==> config.mk <==
export PLATFORM = sky130hd
export DESIGN_NAME = snn_ctrl
export DESIGN_NICKNAME = d
export VERILOG_FILES = /design/src/rtl/snn_pkg.sv /design/src/rtl/snn_unpack_cnt.sv /design/src/rtl/snn_ctrl.sv
export SDC_FILE = /design/constraint.sdc
export NUM_CORES = 1
export LEC_CHECK = 0
export CAP_MARGIN = 15
export CORE_MARGIN = 4
export CORE_UTILIZATION = 47
export DETAILED_ROUTE_END_ITERATION = 8
export GPL_TIMING_DRIVEN = 0
export PLACE_DENSITY = 0.8
export SLEW_MARGIN = 20
export SYNTH_ARGS = -nofsm -noshare
export SYNTH_HDL_FRONTEND = slang
export SYNTH_SLANG_ARGS = --single-unit
export TNS_END_PERCENT = 30
==> constraint.sdc <==
create_clock -name clk -period 2.2 [get_ports clk]
set_input_delay 0.44 -clock clk [delete_from_list [all_inputs] [get_ports clk]]
set_output_delay 0.44 -clock clk [all_outputs]
set_load 0.005 [all_outputs]
==> src/rtl/snn_pkg.sv <==
// rtl/snn_pkg.sv - shared states, frame constants and result formatting for snn_ctrl
package snn_pkg;

  localparam int         IMG_BITS      = 784;
  localparam int         NUM_BYTES_DEF = IMG_BITS / 8;
  localparam int         BYTE_CNT_W    = 7;
  localparam logic [7:0] ASCII_ZERO    = 8'h30;

  typedef enum logic [2:0] {
    LOAD,
    UNPACK,
    START,
    CALC,
    TX_WAIT,
    TX
  } snn_state_e;

  function automatic logic [7:0] fmt_digit(input logic [3:0] d, input logic ascii);
    fmt_digit = ascii ? (ASCII_ZERO + {4'h0, d}) : {4'h0, d};
  endfunction

endpackage

==> src/rtl/snn_unpack_cnt.sv <==
// rtl/snn_unpack_cnt.sv - bit/byte counters and input-RAM write address for pixel unpacking
module snn_unpack_cnt
  import snn_pkg::*;
#(
  parameter int ADDR_W = 10
) (
  input  logic                  clk,
  input  logic                  rst_n,
  input  logic                  step_i,
  input  logic                  clr_i,
  output logic [2:0]            bit_cnt_o,
  output logic [BYTE_CNT_W-1:0] byte_cnt_o,
  output logic [ADDR_W-1:0]     addr_o
);

  logic [2:0]            bit_cnt_q, bit_cnt_d;
  logic [BYTE_CNT_W-1:0] byte_cnt_q, byte_cnt_d;

  always_comb begin
    bit_cnt_d  = bit_cnt_q;
    byte_cnt_d = byte_cnt_q;
    if (clr_i) begin
      bit_cnt_d  = 3'd0;
      byte_cnt_d = '0;
    end else if (step_i) begin
      // bit_cnt wraps 7 -> 0 on its own; the byte counter follows on that wrap
      bit_cnt_d = bit_cnt_q + 3'd1;
      if (bit_cnt_q == 3'd7) begin
        byte_cnt_d = byte_cnt_q + 7'd1;
      end
    end
  end

  always_ff @(posedge clk or negedge rst_n) begin
    if (!rst_n) begin
      bit_cnt_q  <= 3'd0;
      byte_cnt_q <= '0;
    end else begin
      bit_cnt_q  <= bit_cnt_d;
      byte_cnt_q <= byte_cnt_d;
    end
  end

  assign bit_cnt_o  = bit_cnt_q;
  assign byte_cnt_o = byte_cnt_q;
  assign addr_o     = ADDR_W'({byte_cnt_q, bit_cnt_q});

endmodule

==> src/rtl/snn_ctrl.sv <==
// rtl/snn_ctrl.sv - UART-to-snn_core frame controller: unpack pixels, start core, send digit.
// Define SNN_CTRL_ASCII_EN to transmit the digit as ASCII '0'..'9' instead of a raw nibble.
module snn_ctrl
  import snn_pkg::*;
#(
  parameter int NUM_BYTES = NUM_BYTES_DEF,
  parameter int ADDR_W    = 10
) (
  input  logic              clk,
  input  logic              rst_n,
  input  logic              rx_rdy,
  input  logic [7:0]        rx_data,
  input  logic              done,
  input  logic [3:0]        digit,
  input  logic [ADDR_W-1:0] core_addr,
  input  logic              tx_rdy,
  output logic              ram_we,
  output logic [ADDR_W-1:0] ram_addr,
  output logic              ram_wdata,
  output logic              start,
  output logic              tx_start,
  output logic [7:0]        tx_data,
  output logic              busy,
  output logic              overrun
);

`ifdef SNN_CTRL_ASCII_EN
  localparam logic ASCII_EN = 1'b1;
`else
  localparam logic ASCII_EN = 1'b0;
`endif

  localparam logic [BYTE_CNT_W-1:0] LAST_BYTE = BYTE_CNT_W'(NUM_BYTES - 1);

  snn_state_e state_q, state_d;
  logic [7:0] hold_q, hold_d;
  logic       hold_full_q, hold_full_d;
  logic       overrun_q, overrun_d;
  logic [3:0] digit_q, digit_d;
  logic [7:0] tx_data_q, tx_data_d;
  logic       start_q, start_d;

  logic [2:0]            bit_cnt;
  logic [BYTE_CNT_W-1:0] byte_cnt;
  logic [ADDR_W-1:0]     cnt_addr;

  snn_unpack_cnt #(
    .ADDR_W(ADDR_W)
  ) u_unpack_cnt (
    .clk       (clk),
    .rst_n     (rst_n),
    .step_i    (state_q == UNPACK),
    .clr_i     (state_q == TX),
    .bit_cnt_o (bit_cnt),
    .byte_cnt_o(byte_cnt),
    .addr_o    (cnt_addr)
  );

  always_comb begin
    state_d     = state_q;
    hold_d      = hold_q;
    hold_full_d = hold_full_q;
    overrun_d   = overrun_q;
    digit_d     = digit_q;
    tx_data_d   = tx_data_q;
    start_d     = 1'b0;
    ram_we      = 1'b0;
    ram_wdata   = 1'b0;
    ram_addr    = core_addr;
    tx_start    = 1'b0;

    case (state_q)
      LOAD: begin
        ram_addr = cnt_addr;
        if (rx_rdy) begin
          hold_d      = rx_data;
          hold_full_d = 1'b1;
          state_d     = UNPACK;
        end
      end
      UNPACK: begin
        ram_addr  = cnt_addr;
        ram_we    = 1'b1;
        ram_wdata = hold_q[bit_cnt];
        // the hold register is still being drained, so a new byte is lost
        if (rx_rdy && hold_full_q) begin
          overrun_d = 1'b1;
        end
        if (bit_cnt == 3'd7) begin
          hold_full_d = 1'b0;
          state_d     = (byte_cnt == LAST_BYTE) ? START : LOAD;
        end
      end
      START: begin
        start_d = 1'b1;
        state_d = CALC;
      end
      CALC: begin
        if (done) begin
          digit_d = digit;
          state_d = TX_WAIT;
        end
      end
      TX_WAIT: begin
        if (tx_rdy) begin
          tx_data_d = fmt_digit(digit_q, ASCII_EN);
          state_d   = TX;
        end
      end
      TX: begin
        tx_start = 1'b1;
        state_d  = LOAD;
      end
      default: begin
        state_d = LOAD;
      end
    endcase
  end

  always_ff @(posedge clk or negedge rst_n) begin
    if (!rst_n) begin
      state_q     <= LOAD;
      hold_q      <= 8'h00;
      hold_full_q <= 1'b0;
      overrun_q   <= 1'b0;
      digit_q     <= 4'h0;
      tx_data_q   <= 8'h00;
      start_q     <= 1'b0;
    end else begin
      state_q     <= state_d;
      hold_q      <= hold_d;
      hold_full_q <= hold_full_d;
      overrun_q   <= overrun_d;
      digit_q     <= digit_d;
      tx_data_q   <= tx_data_d;
      start_q     <= start_d;
    end
  end

  // start is registered so it lands two cycles after the final pixel write
  assign start   = start_q;
  assign tx_data = tx_data_q;
  assign busy    = (state_q != LOAD);
  assign overrun = overrun_q;

endmodule
==> Flow_metrics.wiki <==
{| class="wikitable"
! Metric !! Value
|-
| Worst Hold Slack || a little under 0.2 ns
|-
| Buffer depth of the longest clock path || 2
|-
| Post-synthesis cell type with the largest combined area || dfrtp_1
|-
| Area enclosed by the die boundary || 4720 µm²
|-
| Most area-consuming cells after synthesis || dfrtp_1 46%, mux2_2 10%, mux2_1 7.8%
|-
| Number of buffers inserted by port buffering || between 40 and 50
|-
| Clk_lat worst skew || slightly below 0.3 ns
|-
| Hold-fix buffer count after cts || 0
|-
| Post-Layout Cell Count || about 260
|-
| Type of element launching the critical path || flip-flop
|-
| Area added between synthesis and finish || 43.9%
|-
| Worst Path Max Fanout || 5
|-
| Final Setup Violations || 1
|-
| Crit path setup slack, layout || -0.0185 ns
|-
| Worst slack at placement || -0.212 ns
|-
| Number of different library cells in the post-synthesis netlist || 42
|-
| Placer congestion estimate || approximately 0.89
|-
| CTS Root Buffer Type || clkbuf_8
|-
| Setup crit start || state_q[1]$_DFFE_PN0P_
|-
| Antenna violation net count after detailed routing || 0
|-
| Final antenna diode count || 0
|-
| Overall power of the completed layout || roughly 2.5 mW
|-
| Detailed Routing Iterations Pass 1 || 4
|-
| Via-per-instance ratio || about 5.6
|-
| Worst vdd ir || a little under 700 µV
|-
| Boundary pin count || 51
|-
| Clock input transition at the sequential cells of the worst setup and hold paths || around 0.07 ns
|-
| Std-Cell Core Area || approximately 3400 µm²
|-
| Pins over their slew limit || 0
|-
| Average cell area after synthesis || ~12 µm²
|-
| Starting utilization of the core area || 0.503
|-
| Result of the run || finished with violations
|-
| Reg-to-reg setup timing slack || 0.29 ns
|-
| Combined area of all synthesized cells || approximately 1700 µm²
|-
| Number of nets in the final layout || roughly 240
|-
| Number of global-route vias before repair || around 1600
|-
| Violations in the final reports || negative setup slack
|-
| Number of instances in the placed design || around 250
|-
| Antenna violations before repair || 0
|-
| Vias after detailed routing || 1453
|-
| Leakage power || around 1.1 nW
|-
| Total Routed Length || approximately 4.4 mm
|-
| Total DRC errors in the routed layout || 0
|-
| Power density normalized to cell area || about 1000 nW/µm²
|-
| Seq cells post-synth || 32
|-
| Shortest clock period the worst path allows after layout || between 2 and 2.5 ns
|-
| Largest net degree at the start of global routing || 33
|-
| YS warnings || 0
|-
| Worst min-delay path category || in -> async
|-
| Highest Clock Rate || between 0.4 and 0.5 GHz
|-
| Core utilization of the finished layout || 0.724
|-
| R2r startpoint || u_unpack_cnt.bit_cnt_o[1]$_DFFE_PN0P_
|-
| Reported max-cap violation count || 0
|-
| GR Overflow Total || 0
|-
| Data arrival time at the worst-slack endpoint || between 1.5 and 2 ns
|-
| Per-cell routed wire length || 16.8 µm
|-
| Sequential element share of the synthesized area || 0.462
|-
| Number of clock sinks || 32
|-
| Gate Count Post-Synth || 150
|-
| First-iteration detailed-routing DRC count || ~120
|-
| First-pass GRT wire length || roughly 7.3 mm
|-
| Die width || ~69 µm
|-
| Clock tree from TritonCTS || built
|-
| Setup skew after layout || 0.0106 ns
|-
| CTS HTree Levels || 2
|-
| RSZ-0062 raised after global routing || yes
|-
| Worst path required time || around 1.8 ns
|-
| Area share of the leading cell type in the synthesized netlist || 0.462
|-
| Startpoint-to-endpoint class of the critical path || reg -> out
|-
| Period Utilization, post-route || 1.01
|-
| Die outline height || around 69 µm
|-
| Number of CTS-inserted buffers || 5
|-
| Final HPWL DP || 2.90 mm
|-
| Critical Path Sink Type || primary output
|-
| Count of standard-cell rows || 21
|-
| Max transition margin || 0.528
|-
| Worst Tran Pin Value || approximately 0.71 ns
|-
| Global router's overall resource usage || 0.214
|-
| Fraction of layout instances using a drive strength above 1 || 0.277
|-
| Hold Violations, Final || 0
|}
synth_stat cells (all sizes together):
cell type / count
dfrtp: 32
mux2: 28
nand2: 10
buf: 9
o21ai: 9
a21oi: 6
inv: 6
nor2: 5
ha: 4
nand2b: 4
nand3: 3
nor2b: 3
nor3b: 3
o31ai: 3
or4: 3
a31o: 2
and4b: 2
nand4b: 2
or3: 2
a2111oi: 1
a211o: 1
a22oi: 1
a31oi: 1
and3b: 1
clkbuf: 1
conb: 1
mux2i: 1
mux4: 1
nand3b: 1
nand4: 1
nor3: 1
nor4b: 1
o2bb2ai: 1
layer usage:
layer | global-route usage | vias up | wire (µm)
met4 | 0.102 | 0 | 109
met5 | 0 | - | 0
met1 | 0.244 | 699 | 1730
met2 | 0.364 | 73 | 2160
met3 | 0.0681 | 16 | 358
li1 | - | 665 | -
layout make-up:
type	instances	area [µm²]
fill	265	948
inverter	6	22.5
tap	46	57.6
buffer	10	97.6
multi-input combinational	105	908
sequential	32	803
timing repair buffer	52	497
clock buffer	6	72.6
clock inverter	2	35.0
final timing paths:
check	endpoint	depth (start not counted)
worst max-delay path	tx_start	4
worst min-delay path	u_unpack_cnt.byte_cnt_o[6]$_DFFE_PN0P_	1
worst max register to register	u_unpack_cnt.byte_cnt_o[5]$_DFFE_PN0P_	5
worst min register to register	hold_q[0]$_DFFE_PN0P_	1
max in group asynchronous	u_unpack_cnt.bit_cnt_o[0]$_DFFE_PN0P_	1
min in group clk	hold_q[0]$_DFFE_PN0P_	1
sequential cells by signal, summed over array words and instances, names as in the netlist:
register / count
hold_q: 8
u_unpack_cnt.byte_cnt_o: 7
digit_q: 4
tx_data: 4
state_q: 3
u_unpack_cnt.bit_cnt_o: 3
hold_full_q: 1
overrun: 1
start: 1
per-stage QoR:
stage | setup TNS [ns] | instance area [µm²]
after floorplan | 0 | 1740
after global routing | -0.0759 | 2490
after detailed placement | -1.54 | 2260
final | -0.0185 | 2490
after CTS | -0.462 | 2490
after global placement | -1.21 | 2260
power breakdown:
part,switching (mW),leakage [nW],total (mW),internal (mW)
combinational,0.452,0.698,1.04,0.589
sequential,0.173,0.394,0.920,0.747
clock,0.215,0.0552,0.551,0.336
worst max-delay path, cell delays in order (launching register included):
cell,delay [ns]
dfrtp_1,0.40
buf_4,0.16
nand2b_1,0.22
nor2_4,0.18
clkdlybuf4s50_1,0.53
what timing repair did:
item / 4_1_cts / 5_1_grt
gates cloned: 1 / 0
buffers inserted: 5 / 0
resized for setup: 37 / 11
endpoints found under the setup margin: 13 / 8
pin swaps: 2 / 2
cell usage in the layout (no fill, tap or decap), types with 5 or more instances in the layout:
cell             count
o21ai_0              8
buf_4                9
mux2_1              12
nand2_1             10
clkdlybuf4s50_1     33
a21oi_1              6
dfrtp_1             30
dlygate4sd2_1        5
clkbuf_8             5
inv_1                5
buf_6                6
mux2_2              16
cells by family after synthesis:
family | Yosys count | share of synthesized area
flip-flops | 32 | 0.462
adder cells (fa/ha/maj) | 4 | 0.0289
AND/OR/NAND/NOR | 42 | 0.165
other | 1 | 0.00216
AO/OA/AOI/OAI | 25 | 0.0895
buffers and inverters | 16 | 0.0520
multiplexers | 30 | 0.201
(Power assumes the default switching activity.)
